**config.mk**
```make
export PLATFORM = sky130hd
export DESIGN_NAME = cpu_trace_buffer
export DESIGN_NICKNAME = d
export VERILOG_FILES = /design/src/rtl/cpu_trace_pkg.sv /design/src/rtl/trace_ram.sv /design/src/rtl/cpu_trace_buffer.sv
export SDC_FILE = /design/constraint.sdc
export NUM_CORES = 1
export LEC_CHECK = 0
export ABC_AREA = 1
export BUFFER_PORTS_ARGS = -buffer_cell sky130_fd_sc_hd__clkbuf_2
export CAP_MARGIN = 20
export CORE_ASPECT_RATIO = 1.5
export CORE_UTILIZATION = 35
export CTS_BUF_LIST = sky130_fd_sc_hd__clkbuf_8
export DETAILED_ROUTE_END_ITERATION = 10
export MAX_ROUTING_LAYER = met4
export PLACE_DENSITY = 0.58
export SLEW_MARGIN = 0
export SYNTH_ARGS = -nofsm -noshare
export SYNTH_HDL_FRONTEND = slang
export SYNTH_SLANG_ARGS = --single-unit
```
**constraint.sdc**
```tcl
create_clock -name clk -period 3.6 [get_ports clk]
set_input_delay 0.18 -clock clk [delete_from_list [all_inputs] [get_ports clk]]
set_output_delay 0.18 -clock clk [all_outputs]
set_load 0.01 [all_outputs]
```
**src/rtl/cpu_trace_pkg.sv**
```systemverilog
// Shared encodings for the CPU trace buffer: capture FSM states and trigger modes.
package cpu_trace_pkg;

    localparam logic [1:0] ST_IDLE  = 2'd0;
    localparam logic [1:0] ST_ARMED = 2'd1;
    localparam logic [1:0] ST_POST  = 2'd2;
    localparam logic [1:0] ST_DONE  = 2'd3;

    localparam logic [1:0] TM_IMMEDIATE   = 2'd0;
    localparam logic [1:0] TM_PC_MATCH    = 2'd1;
    localparam logic [1:0] TM_INSTR_MATCH = 2'd2;
    localparam logic [1:0] TM_PC_HITS     = 2'd3;

    function automatic int max_w(input int a, input int b);
        return (a > b) ? a : b;
    endfunction

endpackage

```
**src/rtl/trace_ram.sv**
```systemverilog
// Trace storage: one write port, one read port with a registered output.
module trace_ram #(
    parameter  int DEPTH = 16,
    parameter  int WIDTH = 32,
    localparam int AW    = $clog2(DEPTH)
) (
    input  logic             clk,
    input  logic             reset,
    input  logic             we_i,
    input  logic [AW-1:0]    waddr_i,
    input  logic [WIDTH-1:0] wdata_i,
    input  logic             re_i,
    input  logic [AW-1:0]    raddr_i,
    output logic [WIDTH-1:0] rdata_o
);

    logic [WIDTH-1:0] mem [DEPTH];
    logic [WIDTH-1:0] rdata_q;

    // NOTE: the array has no reset so it maps onto plain RAM; only the output register is reset.
    always_ff @(posedge clk) begin
        if (we_i) mem[waddr_i] <= wdata_i;
    end

    always_ff @(posedge clk or negedge reset) begin
        if (!reset)    rdata_q <= '0;
        else if (re_i) rdata_q <= mem[raddr_i];
    end

    assign rdata_o = rdata_q;

endmodule

```
**src/rtl/cpu_trace_buffer.sv**
```systemverilog
// Circular trace capture of retired instructions with a configurable trigger,
// post-trigger window and oldest-first readout.
module cpu_trace_buffer
    import cpu_trace_pkg::*;
#(
    parameter  int PC_W      = 16,
    parameter  int INSTR_W   = 16,
    parameter  int DEPTH     = 16,
    parameter  int POST_TRIG = DEPTH / 2,
    localparam int TRIG_W    = max_w(PC_W, INSTR_W),
    localparam int AW        = $clog2(DEPTH),
    localparam int CW        = AW + 1
) (
    input  logic               clk,
    input  logic               reset,
    input  logic               arm,
    input  logic [1:0]         trig_mode,
    input  logic [TRIG_W-1:0]  trig_value,
    input  logic [7:0]         trig_hits,
    input  logic               trace_valid,
    input  logic [PC_W-1:0]    trace_pc,
    input  logic [INSTR_W-1:0] trace_instr,
    input  logic               rd_req,
    output logic               rd_valid,
    output logic [PC_W-1:0]    rd_pc,
    output logic [INSTR_W-1:0] rd_instr,
    output logic               rd_last,
    output logic [1:0]         state,
    output logic [CW-1:0]      count
);

    logic [1:0]    state_q, state_d;
    logic [AW-1:0] wr_ptr_q, wr_ptr_d;
    logic [AW-1:0] post_cnt_q, post_cnt_d;
    logic [CW-1:0] count_q, count_d;
    logic [CW-1:0] rd_cnt_q, rd_cnt_d;
    logic [7:0]    hits_q, hits_d;
    logic          rd_valid_q, rd_last_q;

    logic          pc_match, instr_match, trig_hit, sample_en, rd_accept, full;
    logic [7:0]    hits_need;
    logic [AW-1:0] rd_start, rd_addr;

    assign pc_match    = (trace_pc == trig_value[PC_W-1:0]);
    assign instr_match = (trace_instr == trig_value[INSTR_W-1:0]);
    assign hits_need   = (trig_hits == 8'd0) ? 8'd1 : trig_hits;
    assign full        = (count_q == CW'(DEPTH));

    // Arm takes priority over both sample capture and readout in the same cycle.
    assign sample_en = trace_valid && !arm && (state_q == ST_ARMED || state_q == ST_POST);
    assign rd_accept = rd_req && !arm && (state_q == ST_DONE) && (rd_cnt_q != count_q);

    // Once the ring has wrapped, the oldest entry sits at the write pointer.
    assign rd_start = full ? wr_ptr_q : '0;
    assign rd_addr  = rd_start + rd_cnt_q[AW-1:0];

    always_comb begin
        trig_hit = 1'b0;
        case (trig_mode)
            TM_IMMEDIATE:   trig_hit = 1'b1;
            TM_PC_MATCH:    trig_hit = pc_match;
            TM_INSTR_MATCH: trig_hit = instr_match;
            default:        trig_hit = pc_match && ((hits_q + 8'd1) == hits_need);
        endcase
    end

    // NOTE: every next-state signal is given its hold value first so no latches are inferred.
    always_comb begin
        state_d    = state_q;
        wr_ptr_d   = wr_ptr_q;
        post_cnt_d = post_cnt_q;
        count_d    = count_q;
        rd_cnt_d   = rd_cnt_q;
        hits_d     = hits_q;

        if (arm) begin
            state_d    = ST_ARMED;
            wr_ptr_d   = '0;
            post_cnt_d = '0;
            count_d    = '0;
            rd_cnt_d   = '0;
            hits_d     = '0;
        end else begin
            if (sample_en) begin
                wr_ptr_d = wr_ptr_q + AW'(1);
                if (!full) count_d = count_q + CW'(1);
            end
            case (state_q)
                ST_ARMED: begin
                    if (trace_valid) begin
                        if (trig_mode == TM_PC_HITS && pc_match) hits_d = hits_q + 8'd1;
                        if (trig_hit) begin
                            if (POST_TRIG <= 1) begin
                                state_d = ST_DONE;
                            end else begin
                                state_d    = ST_POST;
                                post_cnt_d = AW'(1);
                            end
                        end
                    end
                end
                ST_POST: begin
                    if (trace_valid) begin
                        if (post_cnt_q == AW'(POST_TRIG - 1)) state_d = ST_DONE;
                        else                                  post_cnt_d = post_cnt_q + AW'(1);
                    end
                end
                ST_DONE: begin
                    if (rd_accept) rd_cnt_d = rd_cnt_q + CW'(1);
                    if (rd_last_q) state_d = ST_IDLE;
                end
                default: ;
            endcase
        end
    end

    // NOTE: sequential state uses non-blocking assignments so every register samples pre-edge values.
    always_ff @(posedge clk or negedge reset) begin
        if (!reset) begin
            state_q    <= ST_IDLE;
            wr_ptr_q   <= '0;
            post_cnt_q <= '0;
            count_q    <= '0;
            rd_cnt_q   <= '0;
            hits_q     <= '0;
            rd_valid_q <= 1'b0;
            rd_last_q  <= 1'b0;
        end else begin
            state_q    <= state_d;
            wr_ptr_q   <= wr_ptr_d;
            post_cnt_q <= post_cnt_d;
            count_q    <= count_d;
            rd_cnt_q   <= rd_cnt_d;
            hits_q     <= hits_d;
            rd_valid_q <= rd_accept;
            rd_last_q  <= rd_accept && (rd_cnt_q == count_q - CW'(1));
        end
    end

    trace_ram #(
        .DEPTH (DEPTH),
        .WIDTH (PC_W + INSTR_W)
    ) u_trace_ram (
        .clk     (clk),
        .reset   (reset),
        .we_i    (sample_en),
        .waddr_i (wr_ptr_q),
        .wdata_i ({trace_pc, trace_instr}),
        .re_i    (rd_accept),
        .raddr_i (rd_addr),
        .rdata_o ({rd_pc, rd_instr})
    );

    assign rd_valid = rd_valid_q;
    assign rd_last  = rd_last_q;
    assign state    = state_q;
    assign count    = count_q;

endmodule
```
## After elaboration in Yosys (flattened, before gate mapping)

Memory sizes are Yosys's and may differ from the RTL's. A register that Yosys moved wholly into a read port is not among the register bits.
Cells that the tools add are included.

| word-level totals | value |
|---|---|
| register bits | 30 |
| bits in writable memories | 512 |
| input port bits | 63 |
| logic and storage cells | 92 |
| memories | 1 |

| operators by class | value |
|---|---|
| add/sub/neg operators | 7 |
| equal/unequal tests | 20 |
| multiplexer cells | 30 |
| reduce and logical (&&, ||, !) cells | 26 |

Memory list:

| memory | depth | bits a word | read ports | clocked after memory_dff | wr ports | RTL line | text |
|---|---|---|---|---|---|---|---|
| u_trace_ram.mem | 16 | 32 | 1 | 1 | 1 | trace_ram.sv:17 | `logic [WIDTH-1:0] mem [DEPTH];` |

Operators with widths:

| cell | count |
|---|---|
| 8-bit 2-to-1 mux | 5 |
| 16-bit equality test | 2 |
| 4-bit 2-to-1 mux | 8 |
| 5-bit 2-to-1 mux | 6 |
| 3-bit inequality test, second input constant | 5 |
| 2-bit 2-to-1 mux | 6 |
| 2-bit nonzero test | 6 |
| 5-bit by 1-bit adder with 5-bit output, second input constant | 2 |
| 4-bit by 1-bit adder with 4-bit output, second input constant | 2 |
| 8-bit by 1-bit adder with 8-bit output, second input constant | 1 |
| 2-bit equality test, second input constant | 4 |
| 8-bit equality test | 1 |
| 1-bit logical AND | 8 |
| 8-bit zero test | 1 |
| 4-bit one-hot mux with 2 select lines | 1 |
| 2-bit one-hot mux with 3 select lines | 1 |
| 6-bit AND reduction | 1 |
| 5-bit equality test | 1 |
| 5-bit equality test, second input constant | 1 |
| 5-bit inequality test | 1 |
| 5-bit AND reduction | 1 |
| 5-bit by 1-bit subtractor with 5-bit output, second input constant | 1 |
| 4-bit adder | 1 |
| 2-bit by 1-bit equality test with 1-bit output, second input constant | 2 |
| other kinds (12) | 15 |

## Logic depth before layout (Yosys ltp)

Gate-level depths: netlist of the first run.

| depth | value |
|---|---|
| word-level depth | 9 |
| depth in mapped cells | 17 |
| depth with buffers taken out | 15 |

## Modules after synthesis

Synthesis of the first run repeated with hierarchy kept, for this count alone.

| second synthesis, totals | value |
|---|---|
| cells, all modules | 2287 |
| area, all modules | 24572.3 um2 |

By module, submodules not included:

| module | instances | cells an instance | area each (um2) |
|---|---|---|---|
| trace_ram | 1 | 1840 | 21842.2 |
| cpu_trace_buffer | 1 | 447 | 2730.1 |

## Least setup slack after synthesis of the first run

Ideal clock, no wire load.

| path | value |
|---|---|
| kind | reg-to-reg |
| start point | register state_q[0], in the netlist state[0] |
| end point | memory u_trace_ram.mem[0][0], enable pin |
| setup time | 0.421 ns |
| arrival | 2.934 ns |
| required time | 3.179 ns |
| slack | 0.245 ns |
| cell stages (with the launch flop) | 8 |
| buffers on the path | 0 |
| cells stage by stage | dfrtp_1 inv_1 ha_1 nor2_1 inv_1 nor2_1 nand2_1 nor2_1 |

| between the ends | value |
|---|---|
| word-level cells in the longest chain between the ends | 5 |
| elaborated cells between the ends (all ways) | 6 |
| classes of those cells | eq/ne: 2; mux: 2; reduce/logical: 2 |

Ends and longest elaborated chain:

| element | RTL line | text |
|---|---|---|
| from (decl) | cpu_trace_buffer.sv:32 | `logic [1:0] state_q, state_d;` |
| from (signal assigned) | cpu_trace_buffer.sv:129 | `state_q <= state_d;` |
| 2-bit by 1-bit equality test with 1-bit output or 2-bit equality test (tied branches) | cpu_trace_buffer.sv:50 | `assign sample_en = trace_valid && !arm && (state_q == ST_ARMED \|\| state_q == ST_POST);` |
| 1-bit logical OR * | cpu_trace_buffer.sv:50 |  |
| 1-bit logical AND * | cpu_trace_buffer.sv:50 |  |
| 1-bit 2-to-1 mux * | trace_ram.sv:22 | `if (we_i) mem[waddr_i] <= wdata_i;` |
| 1-bit 2-to-1 mux (not written as such) * | trace_ram.sv:22 |  |
| to (decl) | trace_ram.sv:17 |  |

Mark *: on every way between the ends. The rest lies on a longest branch, timed or not.

## Final worst setup path of the first run

| path | value |
|---|---|
| start point | register count_q[0], in the netlist count[0] |
| end point | register u_trace_ram.rdata_q[12], in the netlist u_trace_ram.rdata_o[12] (read register of u_trace_ram.mem) |

| between the ends | value |
|---|---|
| word-level cells in the longest chain between the ends | 3 |
| elaborated cells between the ends (all ways) | 5 |
| classes of those cells | add/sub: 1; eq/ne: 2; mux: 1; reduce/logical: 1 |

Ends and longest elaborated chain:

| element | RTL line | text |
|---|---|---|
| from (decl) | cpu_trace_buffer.sv:35 | `logic [CW-1:0] count_q, count_d;` |
| from (signal assigned) | cpu_trace_buffer.sv:132 | `count_q <= count_d;` |
| 5-bit equality test | cpu_trace_buffer.sv:47 | `assign full = (count_q == CW'(DEPTH));` |
| 4-bit 2-to-1 mux | cpu_trace_buffer.sv:54 | `assign rd_start = full ? wr_ptr_q : '0;` |
| 4-bit adder | cpu_trace_buffer.sv:55 | `assign rd_addr = rd_start + rd_cnt_q[AW-1:0];` |
| to (decl) | trace_ram.sv:18 | `logic [WIDTH-1:0] rdata_q;` |

Parallel ways exist; a longest one is shown, timed or not.
A chain may end at the register's enable or synchronous reset.

==> metrics.txt, run 1 <==
Mapped Area=24000 µm²; average wire per standard cell=22.0 µm; TNS Setup=0 ns; Pwr Density=576 nW/µm²; Root Buffer=clkbuf_8; Tot Pwr=16.2 mW; Max Cap Violations=0; Die H=323 µm; Die W=216 µm; fmax=0.297 GHz; Clock Skew=0.0369 ns; WL final=67600 µm; GRT overflow=0; worst-margin pin slew=0.827 ns; row count=117; initial antenna violation count=5; Max transition margin=44.9%; Fillers=6213; Critical Path AT=3.97 ns; DRC=0; clock tree sinks=574; largest net degree at the start of global routing=105; Final Hold Fails=0; min setup slack post-route=0.233 ns; Crit Path Category=reg2reg; RePlAce Congestion=0.832; placed cell areas=25900 µm²; initial core utilization=35.4%; syn_area_per_cell=12.4 µm²; Critical Path RT=4.21 ns; Max VDD drop=333 µV; #FFs+latches synth=574; area leader, netlist=edfxtp_1; reg2reg start=count[0]; Skew-Pair Late Insertion Delay=0.68 ns; Initial DRC Count=1256; GR Util All Layers=19.5%; warnings from Yosys=0; RSZ-0062 raised after global routing=no; I/O pin count=104; first-pass GRT wire length=98300 µm; core area=67800 µm²; final setup fails=0; Vias=16200; Leak=10.1 nW; most common library cells after synthesis=edfxtp_1 (512), nor2_1 (328), nand2_1 (296); Post-Synthesis Cells=1930; CTS tree=yes; Area contributors post-synth=edfxtp_1 (64%), dfrtp_1 (6.5%), nor2_1 (5.1%); Final Cycle Share=93.5%; CTS Buffer Depth=3; status=finished clean; Async SR Flop Fraction=10.8%; port bufs=103; crit end category=register; CTS H-tree depth=3; Post-synth EDFFs=512; Worst-path clk slew=0.07 ns; sequential area share after synthesis=70.6%; Die ar.=69600 µm²; Layout Nets=2186; synth unique cells=37; min-delay worst type=in2reg; via density per instance=5.27; count leader, synth=edfxtp_1; Worst Hold Slack=0.0469 ns; Hold Startpoint=trace_instr[1]; CP max FO=44; Slew Limit Fails=0; number of global-route vias before repair=16100; crit path time final=3.37 ns; share of cells above drive strength 1=15.1%; share of the synthesized area in the top cell type=64.1%; CP Launch Type=register; HPWL reported at the end of detailed placement=38600 µm; worst reg2reg setup slack=0.23 ns; cell area after layout=28200 µm²; DRT antenna net count=0; Top FF cell, synth=edfxtp_1; CTS buffer count=86; dpl ws=0.0941 ns; Pre-Repair DR Iteration Count=5; Setup crit start=count[0]; area delta synth->final=17.5%; post-synthesis net count=2009
[through the flow]
step | instances | utilization (%)
5_1_grt | 3076 | 41.6
2_1_floorplan | 1930 | -
4_1_cts | 3063 | 41.3
3_5_place_dp | 2874 | 38.2
3_3_place_gp | 2874 | 38.2
6_report | 3076 | 41.6
[flip-flops by register name, indices dropped and copies added, names as in the netlist]
name and flops:
rd_cnt_q 5, count 5, hits_q 8, rd_last 1, post_cnt_q 4, wr_ptr_q 4
state 2, rd_valid 1, u_trace_ram.rdata_o 32, u_trace_ram.mem 512
[logic make-up after synthesis]
| kind of cell | share of synthesized area, % |
|---|---|
| and+or+nand+nor | 12.0 |
| AOI/OAI and AO/OA | 9.43 |
| xor gates and xnor gates | 0.548 |
| adders and majority gates | 0.866 |
| buffers and inverters | 3.87 |
| muxes | 2.67 |
| DFF | 70.6 |
[report_power, final]
part | switching (mW) | internal (mW) | total (mW) | leakage (nW)
Clock | 2.56 | 3.04 | 5.60 | 1.00
Combinational | 1.88 | 1.01 | 2.90 | 3.68
Sequential | 0.194 | 7.54 | 7.73 | 5.44
Total | 4.64 | 11.6 | 16.2 | 10.1
[critical path: stages (launching register included)]
cell and delay (ns):
dfrtp_1 0.42, inv_2 0.11, ha_1 0.22, nand2_2 0.09, nor2_4 0.12, nand2_4 0.10, nor2_2 0.13, ha_4 0.14
inv_1 0.05, fa_4 0.70, buf_4 0.22, clkbuf_16 0.24, o32ai_1 0.36, nand2_1 0.11, nand3_1 0.10, nand2_1 0.07
o21ai_1 0.12
[routing by layer]
layer	vias to the layer above	global-route usage (%)	share of wire [%]
met5	-	-	0
met4	0	6.73	2.6
met3	116	3.10	5.8
met2	562	34.4	52
met1	8159	22.2	39
li1	7360	-	-
[layout make-up]
| cell class | instances | area (µm²) | share of cell area (%) |
|---|---|---|---|
| Multi-Input combinational cell | 1161 | 6280 | 22.3 |
| Antenna cell | 5 | 12.5 | 0.0444 |
| Timing Repair Buffer | 194 | 1670 | 5.93 |
| Sequential cell | 574 | 16900 | 60.1 |
| Clock buffer | 99 | 1360 | 4.84 |
| Tap cell | 892 | 1120 | 3.96 |
| Clock inverter | 61 | 459 | 1.63 |
| Inverter | 90 | 343 | 1.22 |
[worst paths after layout]
kind                                            to  cells after the start
hold / removal               u_trace_ram.mem[5][1]                      1
max in group asynchronous  u_trace_ram.rdata_o[17]                      3
min in group asynchronous                  rd_last                      2
setup reg to reg           u_trace_ram.rdata_o[12]                     16
hold reg to reg                      post_cnt_q[3]                      2
setup / recovery           u_trace_ram.rdata_o[12]                     16
[repair_timing]
action,4_1_cts,5_1_grt
hold buffers,29,0
endpoints found under the hold margin,420,0
buffers inserted,0,5
setup endpoints to repair,0,26
resized for setup,0,6
[cells in the final DEF (no fill, tap or decap), types with 4 or more instances in the layout]
cell type / instances
bufinv_16: 7
edfxtp_1: 512
o221ai_1: 64
buf_4: 35
ha_1: 14
inv_1: 106
xnor2_1: 7
nand2_2: 4
nor2_4: 18
o32ai_1: 65
clkinvlp_4: 4
clkinv_2: 7
dlygate4sd3_1: 29
inv_2: 4
buf_16: 4
nand3_1: 56
nor2_1: 311
xor2_1: 7
nand3_2: 9
clkbuf_8: 99
buf_12: 21
nor3_1: 5
o21ai_1: 33
o21ai_0: 144
mux2i_1: 64
a21oi_1: 43
nand2_1: 295
diode_2: 5
clkbuf_2: 102
nand4_1: 5
clkinv_1: 19
dfrtp_1: 62
Power figures use the tool's default switching activity.
==> inputs of run 2 (changes only) <==
--- a/config.mk
+++ b/config.mk
@@ -9,8 +9,10 @@
 export BUFFER_PORTS_ARGS = -buffer_cell sky130_fd_sc_hd__clkbuf_2
 export CAP_MARGIN = 20
 export CORE_ASPECT_RATIO = 1.5
+export CORE_MARGIN = 2
 export CORE_UTILIZATION = 35
 export CTS_BUF_LIST = sky130_fd_sc_hd__clkbuf_8
+export CTS_CLUSTER_DIAMETER = 150
 export DETAILED_ROUTE_END_ITERATION = 10
 export MAX_ROUTING_LAYER = met4
 export PLACE_DENSITY = 0.58
==> run 2 against run 1 <==
Against the previous run: setup slack lost 0.041 ns; largest power group unchanged; clock power down 12%; die area increased by 1.6%; critical path type unchanged; sequential share of layout area up 0.58 points; combinational power is essentially flat.
==> metrics.txt, run 2 (synthesis results as in run 1) <==
core area=67800 µm² (unchanged); min setup slack post-route=0.192 ns (was 0.233 ns); Die W=218 µm (was 216 µm); largest net degree at the start of global routing=102 (was 105); Max Cap Violations=0 (unchanged); share of cells above drive strength 1=14.9% (was 15.1%); Worst Hold Slack=0.0475 ns (was 0.0469 ns); CTS Buffer Depth=3 (unchanged); Worst-path clk slew=0.07 ns (about the same); port bufs=103 (unchanged); Die ar.=70600 µm² (was 69600 µm²); slowest CP cell=fa_4 (unchanged); number of global-route vias before repair=16300 (was 16100); CTS buffer count=86 (unchanged); HPWL reported at the end of detailed placement=39900 µm (was 38600 µm); final core occ=41.2% (was 41.6%); crit path time final=3.41 ns (was 3.37 ns); crit-path leading delay family=adder cells (unchanged); CP max FO=18 (was 44); FF/Latch Area=16900 µm² (unchanged); RePlAce Congestion=0.840 (was 0.832); Final Cycle Share=94.7% (was 93.5%); first-pass GRT wire length=98300 µm (about the same); DRC=0 (unchanged); Final Hold Fails=0 (unchanged); CTS tree=yes (unchanged); CP Launch Type=register (unchanged); Pre-Repair DR Iteration Count=5 (unchanged); fmax=0.293 GHz (was 0.297 GHz); commonest non-fill, non-tap cells in the layout=edfxtp_1 (512), nor2_1 (312), nand2_1 (295), o21ai_0 (144), inv_1 (116) (was edfxtp_1 (512), nor2_1 (311), nand2_1 (295), o21ai_0 (144), inv_1 (106)); I/O pin count=104 (unchanged); Root Buffer=clkbuf_8 (unchanged); Tot Pwr=15.6 mW (was 16.2 mW); Largest register FFs=512 (unchanged); DRT antenna net count=0 (unchanged); initial core utilization=35.4% (unchanged); CP peak stage delay=0.89 ns (was 0.70 ns); status=finished clean (unchanged); Layout Nets=2197 (was 2186); Multi-input gate area=6280 µm² (unchanged); Die H=325 µm (was 323 µm); Pwr Density=558 nW/µm² (was 576 nW/µm²); Crit Path Category=reg2reg (unchanged); row count=117 (unchanged); worst-margin pin slew=0.869 ns (was 0.827 ns); Critical Path AT=4.02 ns (was 3.97 ns); average wire per standard cell=21.5 µm (was 22.0 µm); GRT overflow=0 (unchanged); dpl cells=2891 (was 2874); most common cell after layout, fill and taps aside=edfxtp_1 (unchanged); via density per instance=5.18 (was 5.27); Buf/Inv on CP=5 (was 4); GR Util All Layers=19.1% (was 19.5%); TNS Setup=0 ns (unchanged); Slew Limit Fails=0 (unchanged); Leak=10.0 nW (was 10.1 nW); Max VDD drop=291 µV (was 333 µV); Critical Path RT=4.21 ns (about the same); Skew-Pair Late Insertion Delay=0.68 ns (about the same); min-delay worst type=in2reg (unchanged); crit end category=register (unchanged); Non-Filler Instances=3076 (unchanged); initial antenna violation count=1 (was 5); clock tree sinks=574 (unchanged); Top reg by flops=u_trace_ram.mem (unchanged); Vias=15900 (was 16200); dpl ws=0.163 ns (was 0.0941 ns); CTS H-tree depth=3 (unchanged); placed cell areas=26000 µm² (was 25900 µm²); Cell Chain, Critical Path=inv_2 > ha_2 > nand2_2 > nor2_4 > nand2_4 > buf_4 > nor2_1 > inv_1 > fa_4 > buf_4 > clkbuf_16 > o21ai_0 > o32ai_1 > nand2_1 > nand3_1 > nand2_1 > o21ai_1 (was inv_2 > ha_1 > nand2_2 > nor2_4 > nand2_4 > nor2_2 > ha_4 > inv_1 > fa_4 > buf_4 > clkbuf_16 > o32ai_1 > nand2_1 > nand3_1 > nand2_1 > o21ai_1); Clock Skew=0.0410 ns (was 0.0369 ns); Fillers=6321 (was 6213); WL final=66100 µm (was 67600 µm); cell area after layout=27900 µm² (was 28200 µm²); final setup fails=0 (unchanged); Initial DRC Count=1181 (was 1256); area delta synth->final=16.4% (was 17.5%); Max transition margin=41.7% (was 44.9%)
## run 2: cell count changes in the layout (fill, tap and decap cells not counted), moves of 3 or more
cell and change:
buf_4 +16, clkbuf_8 -10, inv_1 +10, bufinv_16 -5, buf_16 -4, diode_2 -4
clkinv_1 -3
## run 2: final cells by class
class                      instances  share of cell area [%]
clock buffer                      89                    4.39
multi-input combinational       1161                    22.5
clock inverter                    64                    1.22
sequential                       574                    60.7
antenna                            1                 0.00897
tap                              892                    4.00
timing repair buffer             205                    5.96
inverter                          90                    1.23
## run 2: power breakdown
| part | internal [mW] | switching [mW] |
|---|---|---|
| combinational | 1.04 | 1.87 |
| sequential | 7.54 | 0.190 |
| clock | 2.45 | 2.49 |
| total | 11.0 | 4.55 |
## run 2: path summary, 6_finish.rpt
path                          startpoint                     end  slack, ns  cells after the start
setup reg to reg                count[0]  u_trace_ram.rdata_o[4]       0.19                     17
hold reg to reg            post_cnt_q[3]           post_cnt_q[3]       0.50                      2
setup / recovery                count[0]  u_trace_ram.rdata_o[4]       0.19                     17
max in group asynchronous          reset  u_trace_ram.rdata_o[0]       2.62                      3
hold / removal               trace_pc[7]  u_trace_ram.mem[7][23]       0.05                      1
min in group asynchronous          reset                state[1]       0.10                      2
## run 2: layer usage
| metal | vias up | global-route usage, % | share of wire, % |
|---|---|---|---|
| met5 | - | - | 0 |
| met4 | 0 | 6.31 | 2.8 |
| met3 | 98 | 3.33 | 5.5 |
| met2 | 457 | 33.4 | 52 |
| met1 | 8030 | 22.1 | 40 |
| li1 | 7362 | - | - |
## run 2: what timing repair did
item / 4_1_cts / 5_1_grt
hold buffers: 28 / 0
gates resized for setup: 0 / 2
endpoints found under the hold margin: 409 / 0
buffers inserted: 0 / 1
endpoints found under the setup margin: 0 / 14
